`src/rtl/cache_controller_if.sv`:
```
// cache_controller_if: CPU/cache handshake and strobe bundle for the cache controller
interface cache_controller_if;
  logic memRead;
  logic memWrite;
  logic hit;
  logic writeMem;
  logic writeCache;
  logic MemToCache;
  logic stall;
  modport master (output memRead, memWrite, hit, input writeMem, writeCache, MemToCache, stall);
  modport slave (input memRead, memWrite, hit, output writeMem, writeCache, MemToCache, stall);
endinterface

```
`src/rtl/cache_controller.sv`:
```
// cache_controller: write-through, no-write-allocate cache FSM with latency wait and saturating hit/miss statistics
module cache_controller #(
  parameter int MEM_LATENCY = 4,
  parameter int CNT_W = 16
) (
  input  logic             clk,
  input  logic             reset,
  cache_controller_if.slave bus,
  output logic [CNT_W-1:0] hitCount,
  output logic [CNT_W-1:0] missCount
);
  localparam int CW = (MEM_LATENCY > 1) ? $clog2(MEM_LATENCY) : 1;
  localparam logic [CW-1:0] LOAD = CW'(MEM_LATENCY - 1);
  typedef enum logic [1:0] {IDLE, RD_WAIT, RD_FILL, WR_WAIT} state_t;
  state_t state_q, state_d;
  logic [CW-1:0] cnt_q, cnt_d;
  logic [CNT_W-1:0] hit_cnt_q, hit_cnt_d, miss_cnt_q, miss_cnt_d;
  logic hit_inc, miss_inc, write_mem, write_cache, mem_to_cache, stall;
  always_comb begin
    state_d = state_q;
    cnt_d = cnt_q;
    hit_inc = 1'b0;
    miss_inc = 1'b0;
    write_mem = 1'b0;
    write_cache = 1'b0;
    mem_to_cache = 1'b0;
    stall = 1'b0;
    case (state_q)
      IDLE: begin
        if (bus.memWrite || bus.memRead) begin
          hit_inc = bus.hit;
          miss_inc = !bus.hit;
        end
        if (bus.memWrite) begin
          stall = 1'b1;
          cnt_d = LOAD;
          state_d = WR_WAIT;
        end else if (bus.memRead && !bus.hit) begin
          stall = 1'b1;
          cnt_d = LOAD;
          state_d = RD_WAIT;
        end
      end
      RD_WAIT: begin
        stall = 1'b1;
        state_d = (cnt_q == '0) ? RD_FILL : RD_WAIT;
        cnt_d = (cnt_q == '0) ? cnt_q : cnt_q - CW'(1);
      end
      RD_FILL: begin
        mem_to_cache = 1'b1;
        state_d = IDLE;
      end
      WR_WAIT: begin
        stall = (cnt_q != '0);
        write_mem = (cnt_q == '0);
        write_cache = (cnt_q == '0) && bus.hit;
        state_d = (cnt_q == '0) ? IDLE : WR_WAIT;
        cnt_d = (cnt_q == '0) ? cnt_q : cnt_q - CW'(1);
      end
      default: state_d = IDLE;
    endcase
    hit_cnt_d = (hit_inc && hit_cnt_q != '1) ? hit_cnt_q + CNT_W'(1) : hit_cnt_q;
    miss_cnt_d = (miss_inc && miss_cnt_q != '1) ? miss_cnt_q + CNT_W'(1) : miss_cnt_q;
  end
  always_ff @(posedge clk) begin
    if (reset) begin
      state_q <= IDLE;
      cnt_q <= '0;
      hit_cnt_q <= '0;
      miss_cnt_q <= '0;
    end else begin
      state_q <= state_d;
      cnt_q <= cnt_d;
      hit_cnt_q <= hit_cnt_d;
      miss_cnt_q <= miss_cnt_d;
    end
  end
  assign bus.writeMem = write_mem & ~reset;
  assign bus.writeCache = write_cache & ~reset;
  assign bus.MemToCache = mem_to_cache & ~reset;
  assign bus.stall = stall & ~reset;
  assign hitCount = hit_cnt_q;
  assign missCount = miss_cnt_q;
endmodule

```
`src/flat_wrapper.sv`:
```
// flat-port wrapper written by rule: the top's interface ports become plain ports
module cache_controller_flat 
#(
  parameter int MEM_LATENCY = 4,
  parameter int CNT_W = 16
)
  (clk, reset, hitCount, missCount, bus_memRead, bus_memWrite, bus_hit, bus_writeMem, bus_writeCache, bus_MemToCache, bus_stall);
  cache_controller_if bus_i ();
  input  logic clk;
  input  logic reset;
  output logic [CNT_W-1:0] hitCount;
  output logic [CNT_W-1:0] missCount;
  input wire logic [$bits(bus_i.memRead)-1:0] bus_memRead;
  input wire logic [$bits(bus_i.memWrite)-1:0] bus_memWrite;
  input wire logic [$bits(bus_i.hit)-1:0] bus_hit;
  output wire logic [$bits(bus_i.writeMem)-1:0] bus_writeMem;
  output wire logic [$bits(bus_i.writeCache)-1:0] bus_writeCache;
  output wire logic [$bits(bus_i.MemToCache)-1:0] bus_MemToCache;
  output wire logic [$bits(bus_i.stall)-1:0] bus_stall;
  assign bus_i.memRead = bus_memRead;
  assign bus_i.memWrite = bus_memWrite;
  assign bus_i.hit = bus_hit;
  assign bus_writeMem = bus_i.writeMem;
  assign bus_writeCache = bus_i.writeCache;
  assign bus_MemToCache = bus_i.MemToCache;
  assign bus_stall = bus_i.stall;
  cache_controller #(.MEM_LATENCY(MEM_LATENCY), .CNT_W(CNT_W)) u_core (.clk(clk), .reset(reset), .bus(bus_i), .hitCount(hitCount), .missCount(missCount));
endmodule
```
`config.mk`:
```
export PLATFORM = sky130hd
export DESIGN_NAME = cache_controller_flat
export DESIGN_NICKNAME = d
export VERILOG_FILES = /design/src/rtl/cache_controller_if.sv /design/src/rtl/cache_controller.sv /design/src/flat_wrapper.sv
export SDC_FILE = /design/constraint.sdc
export NUM_CORES = 1
export LEC_CHECK = 0
export CORE_UTILIZATION = 35
export DETAILED_ROUTE_END_ITERATION = 10
export GPL_TIMING_DRIVEN = 0
export HOLD_SLACK_MARGIN = 0.02
export SLEW_MARGIN = 5
export SYNTH_ARGS = -nofsm -noshare
export SYNTH_HDL_FRONTEND = slang
export SYNTH_SLANG_ARGS = --single-unit
```
`constraint.sdc`:
```
create_clock -name clk -period 2.5 [get_ports clk]
set_input_delay 0.5 -clock clk [delete_from_list [all_inputs] [get_ports clk]]
set_output_delay 0.5 -clock clk [all_outputs]
set_load 0.01 [all_outputs]
```
# ---- After elaboration in Yosys (flattened, before gate mapping)
# Index checks and enable logic that the tools add are counted.
dict set report word_totals {
  out_inout_bits 36
  word_cells 50
  regBits 36
}
dict set report op_classes {
  bitwise 5
  n_eq_ne 7
  add_sub_neg 3
  n_reduce_logical 12
  muxes 19
}
# cell count
set ops {}
lappend ops {{$add A16 B1 Y16 const B} 2}
lappend ops {{$ne A16 B16 Y1 const B} 2}
lappend ops {{$mux W2} 7}
lappend ops {{$mux W1} 9}
lappend ops {{$pmux W2 S4} 1}
lappend ops {{$and A1 B1 Y1} 4}
lappend ops {{$eq A2 B2 Y1 const B} 2}
lappend ops {{$logic_and A1 B1 Y1} 4}
lappend ops {{$logic_not A2 Y1} 2}
lappend ops {{$pmux W2 S2} 1}
lappend ops {{$reduce_bool A2 Y1} 2}
lappend ops {{$ne A3 B2 Y1 const B} 1}
lappend ops {{$pmux W1 S3} 1}
lappend ops {{$reduce_and A3 Y1} 1}
lappend ops {{$eq A2 B1 Y1 const B} 1}
lappend ops {{$ne A2 B2 Y1 const B} 1}
lappend ops {{$reduce_or A2 Y1} 1}
lappend ops {{$sub A2 B1 Y2 const B} 1}
lappend ops {{$logic_not A1 Y1} 1}
lappend ops {{$logic_or A1 B1 Y1} 1}
lappend ops {{$not A1 Y1} 1}

# ---- Logic depth before layout (Yosys ltp)
# Gate-level depths: netlist (run 1).
dict set report logic_depth {
  word_depth 6
  mapped_depth 6
  ltp_nobuf 6
}

# ---- Least setup slack after synthesis (run 1)
# No wires, ideal clock.
dict set report synth_timing {
  path_type {input port to output port}
  start {input port reset}
  end {output port bus_stall}
  path_stages 3
  setup_slack_ns 0.843
  t_arrival_ns 1.157
  required_time_ns 2.000
  path_cell_list {clkbuf_1 -> clkbuf_1 -> a21oi_1}
}
dict set report synth_via {
  elab_chain_len 2
}
# item line_no
set synth_rtl {}
lappend synth_rtl {{from (decl)} flat_wrapper.sv:10} ;# input logic reset;
lappend synth_rtl {{$not A1 Y1} cache_controller.sv:81} ;# assign bus.stall = stall & ~reset;
lappend synth_rtl {{$and A1 B1 Y1} cache_controller.sv:81}
lappend synth_rtl {{to (decl)} flat_wrapper.sv:19} ;# output wire logic [$bits(bus_i.stall)-1:0] bus_stall;
# No other way between the ends.

# ---- Worst setup path after layout (run 1)
dict set report layout_timing {
  start {input port bus_hit}
  end {output port bus_stall}
}
dict set report layout_via {
  elab_chain_len 6
}
# item line_no
set layout_rtl {}
lappend layout_rtl {{from (decl)} flat_wrapper.sv:15} ;# input wire logic [$bits(bus_i.hit)-1:0] bus_hit;
lappend layout_rtl {{$logic_not A1 Y1} cache_controller.sv:38} ;# end else if (bus.memRead && !bus.hit) begin
lappend layout_rtl {{$logic_and A1 B1 Y1} cache_controller.sv:38}
lappend layout_rtl {{$mux W1} cache_controller.sv:38}
lappend layout_rtl {{$mux W1} cache_controller.sv:34} ;# if (bus.memWrite) begin
lappend layout_rtl {{$pmux W1 S3} cache_controller.sv:28} ;# case (state_q)
lappend layout_rtl {{$and A1 B1 Y1} cache_controller.sv:81}
# No other way between the ends.

==> reports/metrics.cfg, run 1 <==
[floorplan]
num_rows = 26
io_pins = 41
fp.dieH_um = 74.9
core_area_um2 = 5110
dieArea_um2 = 5620
dieWidth_um = 74.9
start_util_pct = 36.5

[global_routing]
globalRouteOverflowTotal = 0
grt_max_degree = 11
grt_pass1_vias = 1465
grt_pass1_wl_um = 6820
grt_use_total_pct = 16.0
antenna_found_initial = 0

[yosys]
synth-warning-count = 0
muxShareOfSynthArea_pct = 1.61
seq_area_frac_synth_pct = 38.7
synth_top_area_share_pct = 38.7
yosys.cell_types.count = 41
ys_ff_latch = 36
synth_flop_cell = dfxtp_1
synth_edf_count = 0
synth_top_family_by_area = simple AND/OR/NAND/NOR gates
synth_cells = 219
synth.net_count = 227
syn_avg_cell_area_um2 = 8.50
synthTopCellsByArea = dfxtp_1 (39%), xnor2_1 (9.4%), nor2_1 (7.1%)
asyncSetResetFlopFracSynth_pct = 0
synthAdderAreaFrac_pct = 2.02
synthTopCellsByCount = dfxtp_1 (36), nor2_1 (35), xnor2_1 (20), nand2_1 (18), nor3_1 (12)
synth-xor-area-share_pct = 10.3
yosysTopAreaCell = dfxtp_1
synth-simple-area-share_pct = 38.7
synth_area_um2 = 1860
yosysMostFrequentCell = dfxtp_1
synth_compound_area_share_pct = 6.72

[setup_path]
critical_path_arrival_ps = 1780
crit_required_ps = 2000
start_kind = primary input
critPathCaptureType = output port
path_class = primary input to output port
ff2ff_path_depth = 5
cp_max_fo = 5

[final_layout]
antenna_cells = 0
fillCellCount = 525
seq_area_um2 = 721
drive_gt1_share_pct = 8.99
multiInputGateArea_um2 = 1110
finish.instance_area_um2 = 2450
syn_to_final_growth_pct = 31.5
fin_util_pct = 47.9
final_nets = 274

[timing]
max_freq_mhz = 438
whs_ps = 467
setup_violations = 0
fin_crit_ps = 2280
setup_slack_ps = 215
tightest_slew_ps = 554
hold_viol = 0
grt_setup_unrepaired = no
finalMaxSlewViolations = 0
fin_skew_ps = 4.27
timing.final.crit_share_pct = 91.4
slew_headroom_pct = 62.8

[power_and_ir_drop]
p_per_area_nw_per_um2 = 476
p_leak_nw = 0.833
peakVddDrop_uv = 198
total_power_w = 0.00116

[route]
via_per_inst = 5.00
wl_per_cell_um = 12.2
firstDrtPassIters = 4
num_vias = 1684
drcViolationCount = 0
final_antenna_net_count = 0
initialDrtViolationCount = 85
routed_wl_um = 4120

[run]
cap_viol_max_count = 0

[placed_design]
dpl_cell_area_um2 = 2350
hpwl_um = 2980
dp_slack_ps = -441
portBuffers = 40
gp_congestion = 0.751

[clocking]
cts_tree = done
insertion_delay_ps = 280
hold_buffers = 0
cts_buffer_depth = 2
clk_pin_slew_ps = 70
clockRootBuffer = clkbuf_8
clock-sinks = 36
cts_made_buffers = 5
htreeDepth = 2

[min_path]
hp-class = register to register
hold_path_depth = 1

[run_status]
status = complete, no violations

==> critical path: stages <==
cell and delay (ps):
clkdlybuf4s50_1 530, inv_2 90, a21o_1 190, o21bai_1 120
a21oi_1 80, dlygate4sd2_1 280
==> where the power goes <==
group          switching [W]  internal (W)
Combinational      0.0000713     0.0000614
Clock               0.000198      0.000225
Sequential         0.0000186      0.000591
Total               0.000288      0.000877
==> routing by layer <==
metal / up-vias / track usage (%) / wire, µm
met1: 777 / 22.4 / 2130
met4: 0 / 5.03 / 63
met5: - / 0 / 0
met3: 6 / 4.42 / 170
li1: 868 / - / -
met2: 33 / 23.9 / 1750
==> final timing paths <==
path	from	end	slack [ps]
max	bus_hit	bus_stall	220
min	u_core.cnt_q[0]	u_core.cnt_q[0]	470
max reg2reg	u_core.hitCount[5]	u_core.hitCount[9]	690
min reg2reg	u_core.cnt_q[0]	u_core.cnt_q[0]	470
==> registers in the layout (all words and copies together) (netlist names) <==
signal            flops
u_core.state_q        2
u_core.hitCount      16
u_core.missCount     16
u_core.cnt_q          2
==> kinds of logic after synthesis <==
group,after synthesis
buffers and inverters,9
adders and majority gates,3
DFF,36
muxes,3
AOI/OAI and AO/OA,22
and+or+nand+nor,124
xor gates and xnor gates,22
==> placed cells by master (no fill, tap or decap), drive strengths merged, types with 2 or more instances in the layout <==
master / instances
xor2: 2
nand2b: 5
nand2: 18
inv: 4
nor2b: 2
nor4b: 2
o21ai: 6
clkdlybuf4s50: 38
and3: 5
clkbuf: 11
dfxtp: 36
mux2i: 3
nor4: 11
or3: 4
a21oi: 10
a211oi: 2
nor3: 12
buf: 2
nand3: 7
or2: 4
xnor2: 20
nor2: 37
ha: 3
a21o: 2
nand4: 13
==> repair_timing <==
item                                    in CTS  in global routing
resized for setup                            6                  1
setup buffers                                0                  0
endpoints found under the setup margin       1                  1
==> final cells by class <==
| class | instances | share of cell area (%) |
|---|---|---|
| Inverter | 4 | 0.613 |
| Multi-Input combinational cell | 174 | 45.2 |
| Sequential cell | 36 | 29.4 |
| Timing Repair Buffer | 40 | 16.4 |
| Buffer | 5 | 1.12 |
| Tap cell | 70 | 3.58 |
| Clock buffer | 8 | 3.68 |
==> metrics by stage <==
step | std cells | TNS [ps]
after floorplan | 219 | 0
after global routing | 337 | 0
final | 337 | 0
after detailed placement | 329 | -441
after CTS | 337 | 0
after global placement | 329 | -440
(Power assumes the default switching activity.)
==> run 2, diff against run 1 <==
Settings changed: PLACE_DENSITY_LB_ADDON from default to 0.12.
==> run 2 against run 1 <==
- sequential power is essentially flat
- sequential cell count unchanged
- die area unchanged
- global-route usage up 0.41 points
- via count hardly changed
- clock skew rose by 2.9 ps
- setup slack improved by 1.4 ps
- critical path type unchanged
==> reports/metrics.cfg, run 2 (synthesized netlist as in run 1, its figures left out) <==
[run_status]
status = complete, no violations

[power_and_ir_drop]
p_leak_nw = 0.850  ; +2.0%
peakVddDrop_uv = 269  ; +36%
p_per_area_nw_per_um2 = 482  ; +1.4%

[final_layout]
antenna_cells = 0  ; unchanged
fillCellCount = 511  ; -2.7%
layout_common_cells = clkdlybuf4s50_1 (38), dfxtp_1 (36), nor2_1 (35)
drive_gt1_share_pct = 10.1  ; +1.1 points
stdcell_count = 338  ; +0.30%
syn_to_final_growth_pct = 33.0
final_common_cell = clkdlybuf4s50_1
final_nets = 276  ; +0.73%

[clocking]
htreeDepth = 2  ; unchanged
insertion_delay_ps = 290  ; about the same
clock-sinks = 36  ; unchanged
cts_tree = done
clockRootBuffer = clkbuf_8
clk_pin_slew_ps = 60  ; about the same
cts_made_buffers = 5  ; unchanged
cts_buffer_depth = 2  ; unchanged

[run]
cap_viol_max_count = 0  ; unchanged

[timing]
hold_viol = 0  ; unchanged
timing.final.crit_share_pct = 91.3  ; about the same
max_freq_mhz = 438  ; about the same
setup_violations = 0  ; unchanged
whs_ps = 476  ; +9.64 ps
grt_setup_unrepaired = no
slew_headroom_pct = 64.2  ; +1.4 points
fin_skew_ps = 7.18  ; +2.91 ps
finalMaxSlewViolations = 0  ; unchanged
tightest_slew_ps = 533  ; -21.0 ps
fin_crit_ps = 2280  ; -1.45 ps

[floorplan]
core_area_um2 = 5110  ; unchanged
fp.dieH_um = 74.9  ; unchanged
dieArea_um2 = 5620  ; unchanged
num_rows = 26  ; unchanged
io_pins = 41  ; unchanged
dieWidth_um = 74.9  ; unchanged
start_util_pct = 36.5  ; unchanged

[global_routing]
grt_pass1_vias = 1470  ; +0.34%
globalRouteOverflowTotal = 0  ; unchanged
grt_max_degree = 11  ; unchanged
grt_use_total_pct = 16.4  ; +0.41 points
grt-busiest-layer = met2
gr-usage-met2_pct = 24.7  ; +0.80 points
antenna_found_initial = 0  ; unchanged
grt_pass1_wl_um = 6960  ; +1.9%
use_met1_pct = 22.6  ; +0.29 points
met3_usage_pct = 4.82  ; +0.40 points

[min_path]
hold_start = u_core.cnt_q[0]
hp-class = register to register
hold_path_depth = 1  ; unchanged
min_to = u_core.cnt_q[0]

[setup_path]
critPathBufInv = 3  ; unchanged
critPathCaptureType = output port
ff2ff_path_depth = 5  ; unchanged
cp_max_fo = 3  ; -2
crit_path_cell_trace = clkdlybuf4s50_1 -> inv_2 -> a21o_1 -> o21bai_1 -> a21oi_1 -> dlygate4sd2_1
max_stage_delay_ps = 540  ; about the same
critical_path_arrival_ps = 1780  ; about the same
cpLargestDelayFamily = buffers and inverters
r2r_slack_ps = 640  ; -50 ps
path_class = primary input to output port
crit_required_ps = 2000  ; about the same
cp.depth = 6  ; unchanged
r2r-end = u_core.hitCount[11]
critical-path-slowest-cell = clkdlybuf4s50_1
start_kind = primary input
rr_startpoint = u_core.hitCount[5]

[route]
routed_wl_um = 4240  ; +3.1%
via_per_inst = 4.99  ; -0.24%
num_vias = 1685  ; +0.059%
wl_per_cell_um = 12.6  ; +2.8%
firstDrtPassIters = 4  ; unchanged
initialDrtViolationCount = 71  ; -16%
final_antenna_net_count = 0  ; unchanged
drcViolationCount = 0  ; unchanged

[placed_design]
gp_congestion = 0.778  ; +3.6%
portBuffers = 40  ; unchanged
placedCellCount = 329  ; unchanged
hpwl_um = 3010  ; +0.96%

run 2: how the worst max path moves through the flow:
stage	startpoint	endpoint	slack (ps)
after floorplan	reset	bus_stall	840
after global placement	reset	bus_stall	-490
after detailed placement	reset	bus_stall	-500
after CTS	bus_hit	bus_writeCache	30
after global routing	bus_hit	bus_stall	140
final	bus_hit	bus_stall	220
run 2: power by group:
part           total (W)  internal [W]  leakage [nW]  switching (W)
Clock           0.000448      0.000245        0.0503       0.000202
Sequential      0.000610      0.000591         0.291      0.0000190
Combinational   0.000137     0.0000641         0.508      0.0000730
Total            0.00119      0.000900         0.850       0.000294
run 2: routing by layer:
metal,vias up,wire [µm]
met3,5,178
met5,-,0
met1,780,2220
li1,866,-
met2,34,1800
met4,0,44
run 2: area by class of cell:
class | instances | area, µm² | area share (%)
sequential | 36 | 721 | 29.1
tap | 70 | 87.6 | 3.54
multi-input combinational | 174 | 1110 | 44.7
buffer | 5 | 33.8 | 1.36
timing repair buffer | 42 | 417 | 16.8
clock buffer | 7 | 96.3 | 3.89
inverter | 4 | 15.0 | 0.606
run 2: stage by stage:
stage	cell area (µm²)	setup TNS (ps)	setup slack (ps)	power [W]	utilization, %
after floorplan	1860	0	843	0.000705	-
after global placement	2350	-489	-489	0.000754	46.0
after detailed placement	2350	-503	-503	0.000757	46.0
after CTS	2470	0	25.5	0.00121	48.4
after global routing	2480	0	138	0.00126	48.5
final	2480	0	217	0.00119	48.5
run 2: timing repair:
action	CTS	global route
resized for setup	7	1
hold endpoints to repair	0	0
hold buffers	0	0
setup buffers	2	0
setup endpoints to repair	1	1
pin swaps	0	0
==> run 3, diff against run 2 <==
==> constraint.sdc (replaced) <==
create_clock -name clk -period 2.09 [get_ports clk]
set_input_delay 0.418 -clock clk [delete_from_list [all_inputs] [get_ports clk]]
set_output_delay 0.418 -clock clk [all_outputs]
set_load 0.005 [all_outputs]
==> run 3 against run 2 <==
- worst hold slack got worse by 0.92 ps
- non-clock buffer count unchanged
- final cell count unchanged
- power increased by 20%
- die area unchanged
- utilization increased by 0.39 points
- sequential cell count unchanged
- routed wire length increased by 0.82%
- clock skew decreased by 2.7 ps
- critical path depth increased by 1
- sequential power increased by 20%
- largest power group unchanged
==> reports/metrics.cfg, run 3 (synthesized netlist as in run 1, its figures left out) <==
[setup_path]
crit_required_ps = 2310  ; +310 ps
path_class = primary input to register
max_stage_delay_ps = 510  ; -30 ps
critical-path-slowest-cell = clkdlybuf4s50_1
r2r_slack_ps = 190  ; -450 ps
critical_path_arrival_ps = 2170  ; +390 ps
crit_path_cell_trace = clkdlybuf4s50_1 -> or2_1 -> buf_2 -> and3_1 -> nand3_2 -> or3_2 -> a21oi_1
start_kind = primary input
cp_max_fo = 6  ; +3
critPathCaptureType = register

[route]
met1_length_um = 2250  ; +1.3%
drcViolationCount = 0  ; unchanged
dr.max_layer_used = met4
via_per_inst = 4.98  ; about the same
final_antenna_net_count = 0  ; unchanged
firstDrtPassIters = 4  ; unchanged
wl_per_cell_um = 12.7  ; +0.82%
num_vias = 1684  ; -0.059%
initialDrtViolationCount = 67  ; -5.6%
dr_wl_met2_um = 1820  ; +0.89%
routed_wl_um = 4280  ; +0.82%
wl_met3_um = 169  ; -5.1%

[run_status]
status = complete, no violations

[final_layout]
final_common_cell = dfxtp_1
layout_common_cells = dfxtp_1 (36), nor2_1 (35), clkdlybuf4s50_1 (35)
antenna_cells = 0  ; unchanged
final_nets = 276  ; unchanged
syn_to_final_growth_pct = 34.1
fin_util_pct = 48.9  ; +0.39 points
drive_gt1_share_pct = 10.8  ; +0.75 points

[timing]
slew_headroom_pct = 63.1  ; -1.1 points
fin_crit_ps = 1950
fin_skew_ps = 4.52  ; -2.65 ps
setup_slack_ps = 139  ; -77.5 ps
max_freq_mhz = 513
final.setup.tns_ps = 0  ; unchanged
timing.final.crit_share_pct = 93.3
hold_viol = 0  ; unchanged
setup_violations = 0  ; unchanged
tightest_slew_ps = 549  ; +15.8 ps
finalMaxSlewViolations = 0  ; unchanged
grt_setup_unrepaired = no

[global_routing]
grt_max_degree = 11  ; unchanged
antenna_found_initial = 0  ; unchanged
globalRouteOverflowTotal = 0  ; unchanged
grt_pass1_vias = 1462  ; -0.54%
grt_use_total_pct = 16.6  ; +0.14 points
grt_pass1_wl_um = 7000  ; +0.59%

[floorplan]
io_pins = 41  ; unchanged
dieWidth_um = 74.9  ; unchanged
fp.dieH_um = 74.9  ; unchanged
dieArea_um2 = 5620  ; unchanged
start_util_pct = 36.5  ; unchanged
core_area_um2 = 5110  ; unchanged
num_rows = 26  ; unchanged

[min_path]
hp-class = register to register

[placed_design]
dp_slack_ps = -716  ; -212 ps
portBuffers = 40  ; unchanged
gp_congestion = 0.778  ; unchanged
hpwl_um = 3010  ; unchanged

[clocking]
cts_tree = done
htreeDepth = 2  ; unchanged
clk_pin_slew_ps = 70  ; about the same
cts_buffer_depth = 2  ; unchanged
cts_made_buffers = 5  ; unchanged
clockRootBuffer = clkbuf_8
insertion_delay_ps = 290  ; about the same
clock-sinks = 36  ; unchanged

[run]
cap_viol_max_count = 0  ; unchanged

[power_and_ir_drop]
peakVddDrop_uv = 321  ; +20%
p_per_area_nw_per_um2 = 572  ; +19%
total_power_w = 0.00143  ; +20%
p_leak_nw = 0.874  ; +2.8%

## run 3: cell types whose count changed in the layout (fill, tap and decap cells not counted)
cell | before | now
nand2b_4 | 0 | 1
nand2b_1 | 5 | 4
nor4_1 | 8 | 7
dlymetal6s2s_1 | 1 | 2
dlygate4sd2_1 | 1 | 3
clkbuf_8 | 8 | 9
nor4_2 | 1 | 2
clkbuf_4 | 1 | 0
clkdlybuf4s50_1 | 38 | 35
## run 3: worst paths after layout
check                      from                   to  cells after the start
min             u_core.cnt_q[0]      u_core.cnt_q[0]                      1
max reg2reg  u_core.hitCount[5]  u_core.hitCount[11]                      5
min reg2reg     u_core.cnt_q[0]      u_core.cnt_q[0]                      1
max                bus_memWrite  u_core.missCount[9]                      7
## run 3: metal layers
metal	track usage [%]	up-vias
li1	-	866
met1	23.1	778
met2	24.7	35
met3	4.82	5
met4	5.03	0
met5	0	-
## run 3: critical path: cells and delay by family
family	cells	cell delay (ps)
compound gates	1	140
simple gates	4	950
buf+inv	2	660
## run 3: cell type report
type / count / area, µm²
Timing Repair Buffer: 42 / 417
Tap cell: 70 / 87.6
Multi-Input combinational cell: 174 / 1120
Inverter: 4 / 15.0
Clock buffer: 7 / 96.3
Sequential cell: 36 / 721
Buffer: 5 / 40.0
Fill cell: 507 / 2610
## run 3: stage by stage
| step | hold slack [ps] | instance area (µm²) | instances |
|---|---|---|---|
| final | 475 | 2500 | 338 |
| after global routing | 525 | 2500 | 338 |
| after CTS | 470 | 2480 | 338 |
| after detailed placement | 453 | 2350 | 329 |
| after global placement | 451 | 2350 | 329 |
| after floorplan | 437 | 1860 | 219 |
## run 3: timing repair
item / CTS / global route
resized for setup: 10 / 4
cloned: 0 / 0
setup buffers: 2 / 0
endpoints found under the setup margin: 2 / 4
hold buffers: 0 / 0
## run 3: power breakdown
| part | total (W) | switching, W | internal (W) |
|---|---|---|---|
| clock network | 0.000537 | 0.000243 | 0.000294 |
| registers | 0.000731 | 0.0000239 | 0.000707 |
| logic | 0.000161 | 0.0000832 | 0.0000777 |
